File: src/rtl/apb_master_bridge_if.sv
// Bundle of signals for apb_master_bridge.
// It carries three groups: the command port, the response port and the APB bus.
//
// Handshake rule for the cmd and rsp ports:
//   A transfer happens at a rising edge where both valid and ready are 1.
//   Once valid is raised, the payload is held stable until that edge.
//   The bridge never makes cmd_ready or rsp_valid depend on the partner's
//   valid or ready in the same cycle.
interface apb_master_bridge_if #(
    parameter int ADDR_WIDTH = 32,
    parameter int DATA_WIDTH = 32
);
    // command port
    logic                      cmd_valid;
    logic                      cmd_ready;
    logic                      cmd_write;
    logic [ADDR_WIDTH-1:0]     cmd_addr;
    logic [DATA_WIDTH-1:0]     cmd_wdata;
    logic [DATA_WIDTH/8-1:0]   cmd_strb;
    // response port
    logic                      rsp_valid;
    logic                      rsp_ready;
    logic [DATA_WIDTH-1:0]     rsp_rdata;
    logic                      rsp_err;
    logic                      rsp_timeout;
    // APB bus
    logic                      PSELx;
    logic                      PENABLE;
    logic                      PWRITE;
    logic [ADDR_WIDTH-1:0]     PADDR;
    logic [DATA_WIDTH-1:0]     PWDATA;
    logic [DATA_WIDTH/8-1:0]   PSTRB;
    logic [DATA_WIDTH-1:0]     PRDATA;
    logic                      PREADY;
    logic                      PSLVERR;

    // Bridge side: drives cmd_ready, the response and the APB request signals.
    modport master (
        input  cmd_valid, cmd_write, cmd_addr, cmd_wdata, cmd_strb,
        output cmd_ready,
        output rsp_valid, rsp_rdata, rsp_err, rsp_timeout,
        input  rsp_ready,
        output PSELx, PENABLE, PWRITE, PADDR, PWDATA, PSTRB,
        input  PRDATA, PREADY, PSLVERR
    );

    // Environment side: the command source, the response sink and the APB slave.
    modport slave (
        output cmd_valid, cmd_write, cmd_addr, cmd_wdata, cmd_strb,
        input  cmd_ready,
        input  rsp_valid, rsp_rdata, rsp_err, rsp_timeout,
        output rsp_ready,
        input  PSELx, PENABLE, PWRITE, PADDR, PWDATA, PSTRB,
        output PRDATA, PREADY, PSLVERR
    );
endinterface

File: src/rtl/apb_master_bridge.sv
// APB requester for one outstanding command.
// A command accepted on the cmd port is run through the APB SETUP and ACCESS
// phases. The result is then presented on the rsp port until it is consumed.
// A watchdog aborts an ACCESS phase that never sees PREADY.
module apb_master_bridge #(
    parameter int ADDR_WIDTH     = 32,
    parameter int DATA_WIDTH     = 32,
    parameter int TIMEOUT_CYCLES = 16
) (
    input  logic                 PCLK,
    input  logic                 PRESET,
    apb_master_bridge_if.master  bus,
    output logic [1:0]           fsm_state
);
    localparam int CNT_WIDTH = $clog2(TIMEOUT_CYCLES + 1);
    localparam logic [CNT_WIDTH-1:0] CNT_LIMIT = CNT_WIDTH'(TIMEOUT_CYCLES);
    localparam logic [CNT_WIDTH-1:0] CNT_ONE   = CNT_WIDTH'(1);

    typedef enum logic [1:0] {
        IDLE   = 2'd0,
        SETUP  = 2'd1,
        ACCESS = 2'd2,
        RESP   = 2'd3
    } state_t;

    state_t                 state;
    logic [CNT_WIDTH-1:0]   wait_cnt;
    logic [CNT_WIDTH-1:0]   wait_cnt_next;

    // The count this ACCESS cycle would reach if PREADY stays low.
    assign wait_cnt_next = wait_cnt + CNT_ONE;

    // Expose the FSM state for debug and checkers.
    assign fsm_state = state;

    // Main FSM. Every bus and response output is a register here.
    always_ff @(posedge PCLK or posedge PRESET) begin
        if (PRESET) begin
            state           <= IDLE;
            wait_cnt        <= '0;
            bus.cmd_ready   <= 1'b1;
            bus.rsp_valid   <= 1'b0;
            bus.rsp_rdata   <= '0;
            bus.rsp_err     <= 1'b0;
            bus.rsp_timeout <= 1'b0;
            bus.PSELx       <= 1'b0;
            bus.PENABLE     <= 1'b0;
            bus.PWRITE      <= 1'b0;
            bus.PADDR       <= '0;
            bus.PWDATA      <= '0;
            bus.PSTRB       <= '0;
        end else begin
            case (state)
                IDLE: begin
                    // cmd_ready is always 1 here, so cmd_valid alone means the
                    // command is accepted.
                    if (bus.cmd_valid) begin
                        bus.PADDR     <= bus.cmd_addr;
                        bus.PWRITE    <= bus.cmd_write;
                        bus.PWDATA    <= bus.cmd_wdata;
                        bus.PSTRB     <= bus.cmd_write ? bus.cmd_strb : '0;
                        bus.PSELx     <= 1'b1;
                        bus.cmd_ready <= 1'b0;
                        wait_cnt      <= '0;
                        state         <= SETUP;
                    end
                end
                SETUP: begin
                    bus.PENABLE <= 1'b1;
                    state       <= ACCESS;
                end
                ACCESS: begin
                    // PREADY is checked first, so it wins over a watchdog
                    // expiry on the same edge.
                    if (bus.PREADY) begin
                        bus.rsp_rdata   <= bus.PWRITE ? '0 : bus.PRDATA;
                        bus.rsp_err     <= bus.PSLVERR;
                        bus.rsp_timeout <= 1'b0;
                        bus.rsp_valid   <= 1'b1;
                        bus.PSELx       <= 1'b0;
                        bus.PENABLE     <= 1'b0;
                        state           <= RESP;
                    end else if (wait_cnt_next == CNT_LIMIT) begin
                        wait_cnt        <= wait_cnt_next;
                        bus.rsp_rdata   <= '0;
                        bus.rsp_err     <= 1'b1;
                        bus.rsp_timeout <= 1'b1;
                        bus.rsp_valid   <= 1'b1;
                        bus.PSELx       <= 1'b0;
                        bus.PENABLE     <= 1'b0;
                        state           <= RESP;
                    end else begin
                        wait_cnt <= wait_cnt_next;
                    end
                end
                RESP: begin
                    if (bus.rsp_ready) begin
                        bus.rsp_valid <= 1'b0;
                        bus.cmd_ready <= 1'b1;
                        state         <= IDLE;
                    end
                end
                default: state <= IDLE;
            endcase
        end
    end
endmodule

File: src/flat_wrapper.sv
// flat-port wrapper written by rule: the top's interface ports become plain ports
module apb_master_bridge_flat 
#(
    parameter int ADDR_WIDTH     = 32,
    parameter int DATA_WIDTH     = 32,
    parameter int TIMEOUT_CYCLES = 16
)
  (PCLK, PRESET, fsm_state, bus_cmd_valid, bus_cmd_write, bus_cmd_addr, bus_cmd_wdata, bus_cmd_strb, bus_cmd_ready, bus_rsp_valid, bus_rsp_rdata, bus_rsp_err, bus_rsp_timeout, bus_rsp_ready, bus_PSELx, bus_PENABLE, bus_PWRITE, bus_PADDR, bus_PWDATA, bus_PSTRB, bus_PRDATA, bus_PREADY, bus_PSLVERR);
  apb_master_bridge_if #(.ADDR_WIDTH(ADDR_WIDTH), .DATA_WIDTH(DATA_WIDTH)) bus_i ();
  input  logic PCLK;
  input  logic PRESET;
  output logic [1:0] fsm_state;
  input wire logic [$bits(bus_i.cmd_valid)-1:0] bus_cmd_valid;
  input wire logic [$bits(bus_i.cmd_write)-1:0] bus_cmd_write;
  input wire logic [$bits(bus_i.cmd_addr)-1:0] bus_cmd_addr;
  input wire logic [$bits(bus_i.cmd_wdata)-1:0] bus_cmd_wdata;
  input wire logic [$bits(bus_i.cmd_strb)-1:0] bus_cmd_strb;
  output wire logic [$bits(bus_i.cmd_ready)-1:0] bus_cmd_ready;
  output wire logic [$bits(bus_i.rsp_valid)-1:0] bus_rsp_valid;
  output wire logic [$bits(bus_i.rsp_rdata)-1:0] bus_rsp_rdata;
  output wire logic [$bits(bus_i.rsp_err)-1:0] bus_rsp_err;
  output wire logic [$bits(bus_i.rsp_timeout)-1:0] bus_rsp_timeout;
  input wire logic [$bits(bus_i.rsp_ready)-1:0] bus_rsp_ready;
  output wire logic [$bits(bus_i.PSELx)-1:0] bus_PSELx;
  output wire logic [$bits(bus_i.PENABLE)-1:0] bus_PENABLE;
  output wire logic [$bits(bus_i.PWRITE)-1:0] bus_PWRITE;
  output wire logic [$bits(bus_i.PADDR)-1:0] bus_PADDR;
  output wire logic [$bits(bus_i.PWDATA)-1:0] bus_PWDATA;
  output wire logic [$bits(bus_i.PSTRB)-1:0] bus_PSTRB;
  input wire logic [$bits(bus_i.PRDATA)-1:0] bus_PRDATA;
  input wire logic [$bits(bus_i.PREADY)-1:0] bus_PREADY;
  input wire logic [$bits(bus_i.PSLVERR)-1:0] bus_PSLVERR;
  assign bus_i.cmd_valid = bus_cmd_valid;
  assign bus_i.cmd_write = bus_cmd_write;
  assign bus_i.cmd_addr = bus_cmd_addr;
  assign bus_i.cmd_wdata = bus_cmd_wdata;
  assign bus_i.cmd_strb = bus_cmd_strb;
  assign bus_cmd_ready = bus_i.cmd_ready;
  assign bus_rsp_valid = bus_i.rsp_valid;
  assign bus_rsp_rdata = bus_i.rsp_rdata;
  assign bus_rsp_err = bus_i.rsp_err;
  assign bus_rsp_timeout = bus_i.rsp_timeout;
  assign bus_i.rsp_ready = bus_rsp_ready;
  assign bus_PSELx = bus_i.PSELx;
  assign bus_PENABLE = bus_i.PENABLE;
  assign bus_PWRITE = bus_i.PWRITE;
  assign bus_PADDR = bus_i.PADDR;
  assign bus_PWDATA = bus_i.PWDATA;
  assign bus_PSTRB = bus_i.PSTRB;
  assign bus_i.PRDATA = bus_PRDATA;
  assign bus_i.PREADY = bus_PREADY;
  assign bus_i.PSLVERR = bus_PSLVERR;
  apb_master_bridge #(.ADDR_WIDTH(ADDR_WIDTH), .DATA_WIDTH(DATA_WIDTH), .TIMEOUT_CYCLES(TIMEOUT_CYCLES)) u_core (.PCLK(PCLK), .PRESET(PRESET), .bus(bus_i), .fsm_state(fsm_state));
endmodule
File: config.mk
export PLATFORM = sky130hd
export DESIGN_NAME = apb_master_bridge_flat
export DESIGN_NICKNAME = d
export VERILOG_FILES = /design/src/rtl/apb_master_bridge_if.sv /design/src/rtl/apb_master_bridge.sv /design/src/flat_wrapper.sv
export SDC_FILE = /design/constraint.sdc
export NUM_CORES = 1
export LEC_CHECK = 0
export ABC_AREA = 1
export ABC_CLOCK_PERIOD_IN_PS = 4400
export CAP_MARGIN = 30
export CORE_MARGIN = 4
export CORE_UTILIZATION = 25
export CTS_CLUSTER_DIAMETER = 100
export DETAILED_ROUTE_END_ITERATION = 10
export GPL_TIMING_DRIVEN = 0
export SYNTH_ARGS = -nofsm -noshare
export SYNTH_HDL_FRONTEND = slang
export SYNTH_SLANG_ARGS = --single-unit
File: constraint.sdc
create_clock -name PCLK -period 4.4 [get_ports PCLK]
set_input_delay 1.1 -clock PCLK [delete_from_list [all_inputs] [get_ports PCLK]]
set_output_delay 1.1 -clock PCLK [all_outputs]
set_load 0.005 [all_outputs]
==> impl_metrics.tcl, run 1 <==
set metrics [dict create \
    outcome "finished clean" \
    skew_ns 0.00699 \
    routed_wl_um 14400 \
    dieArea_um2 20600 \
    dr.pass1.iters 4 \
    synth_top_cells_by_area "dfrtp_1 61%, nand2_1 24%, nand3_1 4.5%, ha_1 1.4%, inv_1 1.2%" \
    path_buf_inv 1 \
    num-nets-final 871 \
    routedWlPerCell_um 14.4 \
    layout.cells.non_filler 1001 \
    clkSlewWorstSetupHoldPaths_ns 0.05 \
    min_period_over_period_pct 59.0 \
    synth_cell_types 23 \
    seqCellArea_um2 2850 \
    gp_congestion 0.756 \
    synth_seq_area_share_pct 62.0 \
    reg2reg_depth 7 \
    path_max_fanout 3 \
    numCtsBuffers 17 \
    core_area_um2 18000 \
    die_w_um 144 \
    multiInputGateArea_um2 1560 \
    min_path_type "flop to flop" \
    async_flop_share_pct 100 \
    antenna_found_initial 0 \
    rsz0062_at_grt "false" \
    clk_latency_ns 0.41 \
    slowest_stage "clkdlybuf4s50_1" \
    clock_sinks 114 \
    overflow 0 \
    synth_area_um2 4600 \
    yosys_warnings 0 \
    design_area_um2 7660 \
    cp_top_family "buffers and inverters" \
    critical_path_cell_count 1 \
    hold_buffers 0 \
    min_period_ns 2.60 \
    worstMarginPinSlew_ns 0.551 \
    hold_violations 0 \
    max_stage_delay_ns 0.59 \
    max-vdd-ir-drop_mv 0.302 \
    cts-resized-gates 0 \
    grt_max_degree 81 \
    crit_chain "clkdlybuf4s50_1" \
    drc 0 \
    via_per_inst 4.20 \
    diodes 0 \
    dieHeight_um 144 \
    synth_top_area_share_pct 61.4 \
    drtIter0Drc 148 \
    holdPathStages 2 \
    syn_area_per_cell_um2 8.78 \
    start_util_pct 25.5 \
    ant_nets 0 \
    htreeDepth 4 \
    grt_use_total_pct 14.3 \
    io_pins 216 \
    synth_fp_nets 636 \
    cts-root-buf "clkbuf_16" \
    yosysTopAreaCell "dfrtp_1" \
    slew_viol_final 0 \
    max_clock_freq_mhz 385 \
    end_kind "output pin" \
    dr_total_vias 4204 \
    drive_gt1_share_pct 6.99 \
    synthFlopType "dfrtp_1" \
    cts.path.max_buffers 2 \
    maxCapViolations 0 \
    rows 49 \
    grt_first_pass_wirelength_um 23000 \
    synth_edf_count 0 \
    syn_inst 524 \
    slew_headroom_pct 63.3 \
    start_kind "flop" \
    fill_cells 1828 \
    final.setup.tns_ns 0 \
    postPlaceCellArea_um2 7070 \
    post-cts-setup-buffer-count 0 \
    synth_commonest_cells "294 x nand2_1, 113 x dfrtp_1, 41 x nand3_1" \
    path_class "flop to output pin" \
    setup_viol 0 \
    worst-endpoint-required_ns 3.30 \
    io_buffer_count 215 \
    p_leak_nw 3.72 \
    cp.arrival_ns 1.50 \
    cts_tree "built" \
    hpwl_um 10400 \
    synth_most_common_cell "nand2_1" \
    syn_to_final_growth_pct 66.3 \
    power_density_nw_per_um2 672 \
    placed_cells 969 \
    yosys_register_bits 114 \
    grt_pass1_vias 4239 \
]
layer usage:
layer  up-vias  part of all wire, %  GRT usage [%]
met5         -                    0              0
met1      1916                   44           18.7
li1       2097                    -              -
met4         0                  2.0           5.50
met3        18                   11           6.59
met2       173                   43           20.7
flip-flops by register name, summed over array words and instances (netlist names):
name / cells
u_core.bus.PWRITE: 1
u_core.bus.PENABLE: 1
u_core.wait_cnt: 5
u_core.bus.PADDR: 32
u_core.bus.PSTRB: 4
u_core.bus.PSELx: 1
u_core.bus.cmd_ready: 1
u_core.bus.rsp_rdata: 32
u_core.bus.rsp_err: 1
u_core.bus.rsp_timeout: 1
u_core.bus.rsp_valid: 1
u_core.bus.PWDATA: 32
u_core.fsm_state: 2
cell usage in the layout, fill, tap and decap left out, types with 2 or more instances in the layout:
cell type | Yosys | final
ha_1 | 5 | 5
bufinv_16 | 0 | 2
dfrtp_1 | 113 | 113
nand3_1 | 41 | 41
o21ai_0 | 10 | 10
clkbuf_1 | 12 | 14
buf_6 | 3 | 3
nand2_2 | 3 | 3
nand4_1 | 2 | 2
nand2_1 | 294 | 294
nor2_1 | 4 | 4
clkbuf_16 | 0 | 17
clkinvlp_4 | 0 | 3
clkdlybuf4s50_1 | 0 | 215
clkbuf_8 | 0 | 3
clkinv_2 | 0 | 5
buf_2 | 8 | 8
a21oi_1 | 4 | 4
inv_1 | 15 | 14
through the flow:
step | setup WS (ns) | power (W) | hold slack, ns | util (%)
after floorplan | 0.286 | 0.00256 | 0.464 | -
after global placement | -1.80 | 0.00382 | 0.461 | 39.1
after detailed placement | 1.66 | 0.00384 | 0.464 | 39.2
after CTS | 1.76 | 0.00525 | 0.480 | 42.5
after global routing | 1.75 | 0.00556 | 0.496 | 42.5
final | 1.80 | 0.00514 | 0.474 | 42.5
report_power, final:
group	switching (W)	leakage (nW)	internal (W)
clock	0.000488	0.282	0.000873
sequential	0.000268	1.44	0.00152
combinational	0.000864	2.00	0.00113
cell type report:
type                            instances  area share (%)
Clock buffer                           22            6.19
Clock inverter                         10            1.41
Inverter                               16           0.850
Buffer                                 24            1.65
Multi-Input combinational cell        370            20.4
Tap cell                              229            3.74
Sequential cell                       114            37.3
Timing Repair Buffer                  216            28.5
worst paths after layout:
kind                                              startpoint                                  end  slack [ns]
max                            u_core.bus.PWRITE$_DFFE_PP0P_                           bus_PWRITE        1.80
min                        u_core.bus.PWDATA[23]$_DFFE_PP0P_    u_core.bus.PWDATA[23]$_DFFE_PP0P_        0.47
max reg2reg                  u_core.fsm_state[1]$_DFFE_PP0P_     u_core.bus.PADDR[19]$_DFFE_PP0P_        2.57
min reg2reg                u_core.bus.PWDATA[23]$_DFFE_PP0P_    u_core.bus.PWDATA[23]$_DFFE_PP0P_        0.47
max in group asynchronous                             PRESET    u_core.bus.PWDATA[26]$_DFFE_PP0P_        2.61
min in group asynchronous                             PRESET  u_core.bus.rsp_rdata[3]$_DFFE_PP0P_        1.05
cell families (layout without fill, tap and decap cells):
kind of cell,Yosys count,count (layout),synth area share [%]
adder cells (fa/ha/maj),5,5,1.36
AO/OA/AOI/OAI,17,17,2.17
flip-flops,114,114,62.0
AND/OR/NAND/NOR,348,348,30.4
buffers and inverters,40,288,4.05
Note: power is estimated with default switching activity, not from simulation.
==> run 2, diff against run 1 <==
- ABC_CLOCK_PERIOD_IN_PS: 4400 -> 2100
- clock period: 4.4 -> 2.1 ns (I/O delays scaled with it)
==> run 2 against run 1 <==
Count of clock-buffer cells in the layout fell by 4. Die area did not move. Clock skew fell by 0.0022 ns. Utilization rose by 0.37 points. Register-to-register slack got worse by 2.2 ns. Setup slack got worse by 1.7 ns. Clock power rose by 120%. Global-route usage fell by 0.29 points. Critical path depth did not move. Worst hold slack improved by 0.0015 ns. First-iteration DRC count rose by 23%. Largest power group unchanged.
==> impl_metrics.tcl, run 2 (synthesis gave the netlist of run 1 again) <==
set metrics [dict create \
    grt_max_degree 39 \
    path_class "flop to output pin" \
    core_area_um2 18000 \
    switching_share_pct 31.7 \
    syn_to_final_growth_pct 67.8 \
    overflow 0 \
    setup_viol 0 \
    path_max_fanout 3 \
    p_leak_nw 3.75 \
    rsz0062_at_grt "false" \
    routed_wl_um 14300 \
    die_w_um 144 \
    hold_violations 0 \
    antenna_found_initial 0 \
    outcome "finished clean" \
    worst-endpoint-required_ns 1.57 \
    clkSlewWorstSetupHoldPaths_ns 0.06 \
    p_seq_share_pct 34.4 \
    grt_pass1_vias 4184 \
    dieArea_um2 20600 \
    combinationalPowerShare_pct 38.2 \
    timing.rr.start "u_core.fsm_state[1]$_DFFE_PP0P_" \
    max-vdd-ir-drop_mv 0.585 \
    cts-resized-gates 0 \
    min_period_over_period_pct 94.1 \
    gp_congestion 0.765 \
    io_buffer_count 215 \
    routedWlPerCell_um 14.2 \
    htreeDepth 4 \
    p_switching_w 0.00346 \
    clock_sinks 114 \
    power_density_nw_per_um2 1420 \
    max_clock_freq_mhz 506 \
    numCtsBuffers 17 \
    r2r_end "u_core.bus.PWDATA[23]$_DFFE_PP0P_" \
    seqCellArea_um2 2850 \
    dieHeight_um 144 \
    final_cell_mix "294 x nand2_1, 215 x clkdlybuf4s50_1, 113 x dfrtp_1" \
    hold_path_startpoint "u_core.bus.PWDATA[22]$_DFFE_PP0P_" \
    dr.pass1.iters 4 \
    slowest_stage "clkdlybuf4s50_1" \
    ant_nets 0 \
    post-cts-setup-buffer-count 0 \
    path_buf_inv 1 \
    start_util_pct 25.5 \
    cts-root-buf "clkbuf_16" \
    holdPathStages 2 \
    num-nets-final 873 \
    skew_ns 0.00476 \
    clkPwrFrac_pct 27.4 \
    hold_buffers 0 \
    final_common_cell "nand2_1" \
    hpwl_um 10700 \
    dr_total_vias 4173 \
    worstMarginPinSlew_ns 0.567 \
    r2r_slack_ns 0.36 \
    multiInputGateArea_um2 1560 \
    slew_headroom_pct 62.2 \
    start_kind "flop" \
    grt_use_total_pct 14.0 \
    rows 49 \
    drc 0 \
    reg2reg_depth 7 \
    min_path_type "flop to flop" \
    cp.arrival_ns 1.45 \
    p_total_w 0.0109 \
    fill_cells 1811 \
    slew_viol_final 0 \
    final.setup.tns_ns 0 \
    maxCapViolations 0 \
    cp_top_family "buffers and inverters" \
    end_kind "output pin" \
    drive_gt1_share_pct 7.49 \
    io_pins 216 \
    min_period_ns 1.98 \
    drtIter0Drc 182 \
    via_per_inst 4.16 \
    diodes 0 \
    max_stage_delay_ns 0.57 \
    clk_latency_ns 0.41 \
    cts.path.max_buffers 2 \
    cts_tree "built" \
    whs_endpoint "u_core.bus.PWDATA[22]$_DFFE_PP0P_" \
    reg.largest.list "u_core.bus.PADDR x32, u_core.bus.PWDATA x32, u_core.bus.rsp_rdata x32" \
    intPower_w 0.00748 \
    grt_first_pass_wirelength_um 22500 \
    crit_chain "clkdlybuf4s50_1" \
]
run 2: changes by cell type in the layout (fill, tap and decap cells not counted), sizes merged:
cell	previous run	this run
buf	13	15
bufinv	2	3
clkbuf	34	30
clkinv	5	6
clkinvlp	3	2
inv	16	19
run 2: area by class of cell:
type / count / area share [%]
sequential: 114 / 37.0
timing repair buffer: 218 / 28.6
multi-input combinational: 370 / 20.2
clock buffer: 18 / 5.69
tap: 229 / 3.71
clock inverter: 14 / 2.30
buffer: 24 / 1.64
inverter: 16 / 0.826
run 2: metal layers:
metal  wire, um  up-vias  global-route usage, %
met5          0        -                      0
li1           -     2094                      -
met4        210        0                   4.26
met1       6370     1896                   18.0
met3       1440       15                   6.86
met2       6260      168                   20.9
run 2: stage by stage:
| step | util [%] | setup slack [ns] | instance area (um2) | std cells | hold WS, ns |
|---|---|---|---|---|---|
| floorplan | - | 0.190 | 4610 | 524 | 0.464 |
| global placement | 39.1 | -1.12 | 7050 | 968 | 0.461 |
| detailed placement | 39.4 | -0.0104 | 7110 | 971 | 0.464 |
| CTS | 42.8 | 0.0776 | 7720 | 1003 | 0.480 |
| global route | 42.8 | 0.0366 | 7720 | 1003 | 0.493 |
| finish | 42.8 | 0.124 | 7720 | 1003 | 0.476 |
run 2: power by group through the flow:
stage                     Clock (W)  Combinational, W  Sequential [W]
after global routing        0.00320           0.00471         0.00389
after CTS                   0.00309           0.00429         0.00377
after detailed placement          0           0.00429         0.00377
final                       0.00300           0.00418         0.00376
after floorplan                   0           0.00156         0.00380
after global placement            0           0.00425         0.00375
run 2: worst max path at each step:
stage                                       endpoint  depth (start not counted)                          start  slack [ns]
detailed placement   u_core.bus.PADDR[4]$_DFFE_PP0P_                          7                  bus_cmd_valid       -0.01
floorplan            u_core.bus.PADDR[0]$_DFFE_PP0P_                          1                         PRESET        0.19
global route                              bus_PWRITE                          1  u_core.bus.PWRITE$_DFFE_PP0P_        0.04
CTS                                       bus_PWRITE                          1  u_core.bus.PWRITE$_DFFE_PP0P_        0.08
global placement    u_core.bus.PWDATA[2]$_DFFE_PP0P_                          2                         PRESET       -1.12
finish                                    bus_PWRITE                          1  u_core.bus.PWRITE$_DFFE_PP0P_        0.12
==> run 3, diff against run 2 <==
--- a/config.mk
+++ b/config.mk
@@ -8,4 +8,5 @@
 export ABC_AREA = 1
-export ABC_CLOCK_PERIOD_IN_PS = 2100
+export ABC_CLOCK_PERIOD_IN_PS = 1700
 export CAP_MARGIN = 30
+export CORE_ASPECT_RATIO = 1.5
 export CORE_MARGIN = 4
==> constraint.sdc (replaced) <==
create_clock -name PCLK -period 1.7 [get_ports PCLK]
set_input_delay 0.34 -clock PCLK [delete_from_list [all_inputs] [get_ports PCLK]]
set_output_delay 0.34 -clock PCLK [all_outputs]
set_load 0.005 [all_outputs]
==> run 3 against run 2 <==
Global-route usage increased by 0.18 points. Critical path depth unchanged. Utilization is 0.26 points higher. Cell area rose by 0.57%. Largest cell class unchanged. Largest power group unchanged.
==> impl_metrics.tcl, run 3 (synthesis gave the netlist of run 1 again) <==
set metrics [dict create \
    pre_cts_ws_ns -0.267 \
    rsz0062_at_grt "true" \
    grt_use_total_pct 14.2 \
    min_path_type "input port to asynchronous set/reset pin" \
    clock_sinks 114 \
    dieArea_um2 20700 \
    final_common_cell "nand2_1" \
    grt_max_degree 34 \
    outcome "finished clean" \
    worst-endpoint-required_ns 1.36 \
    cts-root-buf "clkbuf_16" \
    max_stage_delay_ns 0.56 \
    hpwl_um 10900 \
    drive_gt1_share_pct 9.54 \
    clkPwrFrac_pct 26.4 \
    ant_nets 0 \
    start_util_pct 25.5 \
    skew_ns 0.00627 \
    combinationalPowerShare_pct 39.5 \
    maxCapViolations 0 \
    crit_chain "clkdlybuf4s50_1" \
    numCtsBuffers 17 \
    gp_congestion 0.781 \
    drc 0 \
    path_max_fanout 2 \
    placed_cells 959 \
    min_period_over_period_pct 96.8 \
    whs_ns 0.375 \
    antenna_found_initial 0 \
    final_cell_mix "294 x nand2_1, 210 x clkdlybuf4s50_1, 112 x dfrtp_1" \
    cts_tree "built" \
    grt_pass1_vias 4277 \
    drtIter0Drc 109 \
    end_kind "output pin" \
    intPower_w 0.00930 \
    core_area_um2 18000 \
    r2r_slack_ns 0.11 \
    htreeDepth 4 \
    min_period_ns 1.64 \
    final.setup.tns_ns 0 \
    die_w_um 119 \
    io_buffer_count 215 \
    hold_violations 0 \
    grt_first_pass_wirelength_um 23000 \
    switching_share_pct 31.3 \
    path_class "flop to output pin" \
    syn_to_final_growth_pct 68.7 \
    io_pins 216 \
    worst_slack_ns 0.0552 \
    cts.path.max_buffers 2 \
    setup_viol 0 \
    dr.pass1.iters 5 \
    routed_wl_um 14500 \
    routedWlPerCell_um 14.6 \
    cp.arrival_ns 1.30 \
    max-vdd-ir-drop_mv 0.746 \
    overflow 0 \
    slew_headroom_pct 56.4 \
    slew_viol_final 0 \
    slowest_stage "clkdlybuf4s50_1" \
    path_buf_inv 1 \
    dieHeight_um 174 \
    clk_latency_ns 0.41 \
    p_leak_nw 3.81 \
    r2r_end "u_core.bus.rsp_rdata[11]$_DFFE_PP0P_" \
    rows 60 \
    cp_top_family "buffers and inverters" \
    p_switching_w 0.00423 \
    p_total_w 0.0135 \
    timing.rr.start "u_core.fsm_state[0]$_DFFE_PP0P_" \
    reg2reg_depth 7 \
    p_seq_share_pct 34.1 \
    diodes 0 \
    start_kind "flop" \
    power_density_nw_per_um2 1740 \
    clkSlewWorstSetupHoldPaths_ns 0.05 \
    num-nets-final 875 \
    worstMarginPinSlew_ns 0.653 \
    layout.cells.non_filler 993 \
    dr_total_vias 4222 \
    reg.largest.list "u_core.bus.PADDR x32, u_core.bus.PWDATA x32, u_core.bus.rsp_rdata x32" \
    via_per_inst 4.25 \
    max_clock_freq_mhz 608 \
]
run 3: cell types whose count changed in the layout (fill, tap and decap cells not counted), moves of 2 or more:
cell	change
buf_2	-8
buf_4	+7
clkbuf_1	-9
clkbuf_2	+6
clkbuf_4	+8
clkdlybuf4s50_1	-5
clkinv_2	+4
clkinv_4	-3
dlygate4sd2_1	+3
dlymetal6s2s_1	+2
inv_6	-4
run 3: how the worst max path moves through the flow:
| stage | from | end | slack, ns | depth (start not counted) |
|---|---|---|---|---|
| detailed placement | bus_cmd_valid | u_core.bus.PADDR[24]$_DFFE_PP0P_ | -0.27 | 7 |
| CTS | u_core.fsm_state[0]$_DFFE_PP0P_ | u_core.bus.PADDR[30]$_DFFE_PP0P_ | 0.008 | 7 |
| floorplan | PRESET | u_core.bus.PADDR[0]$_DFFE_PP0P_ | -0.02 | 1 |
| global route | u_core.fsm_state[0]$_DFFE_PP0P_ | u_core.bus.rsp_rdata[7]$_DFFE_PP0P_ | -0.02 | 7 |
| global placement | PRESET | u_core.bus.PADDR[21]$_DFFE_PP0P_ | -1.33 | 2 |
| finish | u_core.bus.PSTRB[3]$_DFFE_PP0P_ | bus_PSTRB[3] | 0.06 | 1 |
run 3: per-stage QoR:
| step | instance area [um2] | util (%) |
|---|---|---|
| 6_report | 7770 | 43.1 |
| 2_1_floorplan | 4610 | - |
| 5_1_grt | 7770 | 43.1 |
| 3_3_place_gp | 7030 | 39.0 |
| 3_5_place_dp | 7090 | 39.4 |
| 4_1_cts | 7720 | 42.8 |
run 3: power groups by stage:
stage                     Sequential (W)  Combinational (W)  Clock (W)
final                            0.00461            0.00535    0.00357
after global routing             0.00477            0.00594    0.00378
after CTS                        0.00463            0.00541    0.00369
after floorplan                  0.00470            0.00192          0
after global placement           0.00461            0.00526          0
after detailed placement         0.00464            0.00533          0
run 3: area by class of cell:
cell class | count | area, um2
Tap cell | 217 | 272
Sequential cell | 114 | 2860
Multi-Input combinational cell | 370 | 1580
Clock inverter | 11 | 136
Inverter | 16 | 63.8
Timing Repair Buffer | 220 | 2230
Fill cell | 1799 | 10300
Clock buffer | 21 | 450
Buffer | 24 | 184
run 3: what timing repair did:
action                                  4_1_cts  5_1_grt
resized for setup                            18       32
endpoints found under the setup margin       94      106
setup buffers                                 2        0
hold buffers                                  0        0
hold endpoints to repair                      0        0
gates cloned                                  0        0
run 3: metal layers:
metal / track usage [%] / share of wire [%]
met2: 24.5 / 51
met5: 0 / 0
met3: 4.72 / 6.8
met4: 5.94 / 1.8
met1: 16.0 / 41
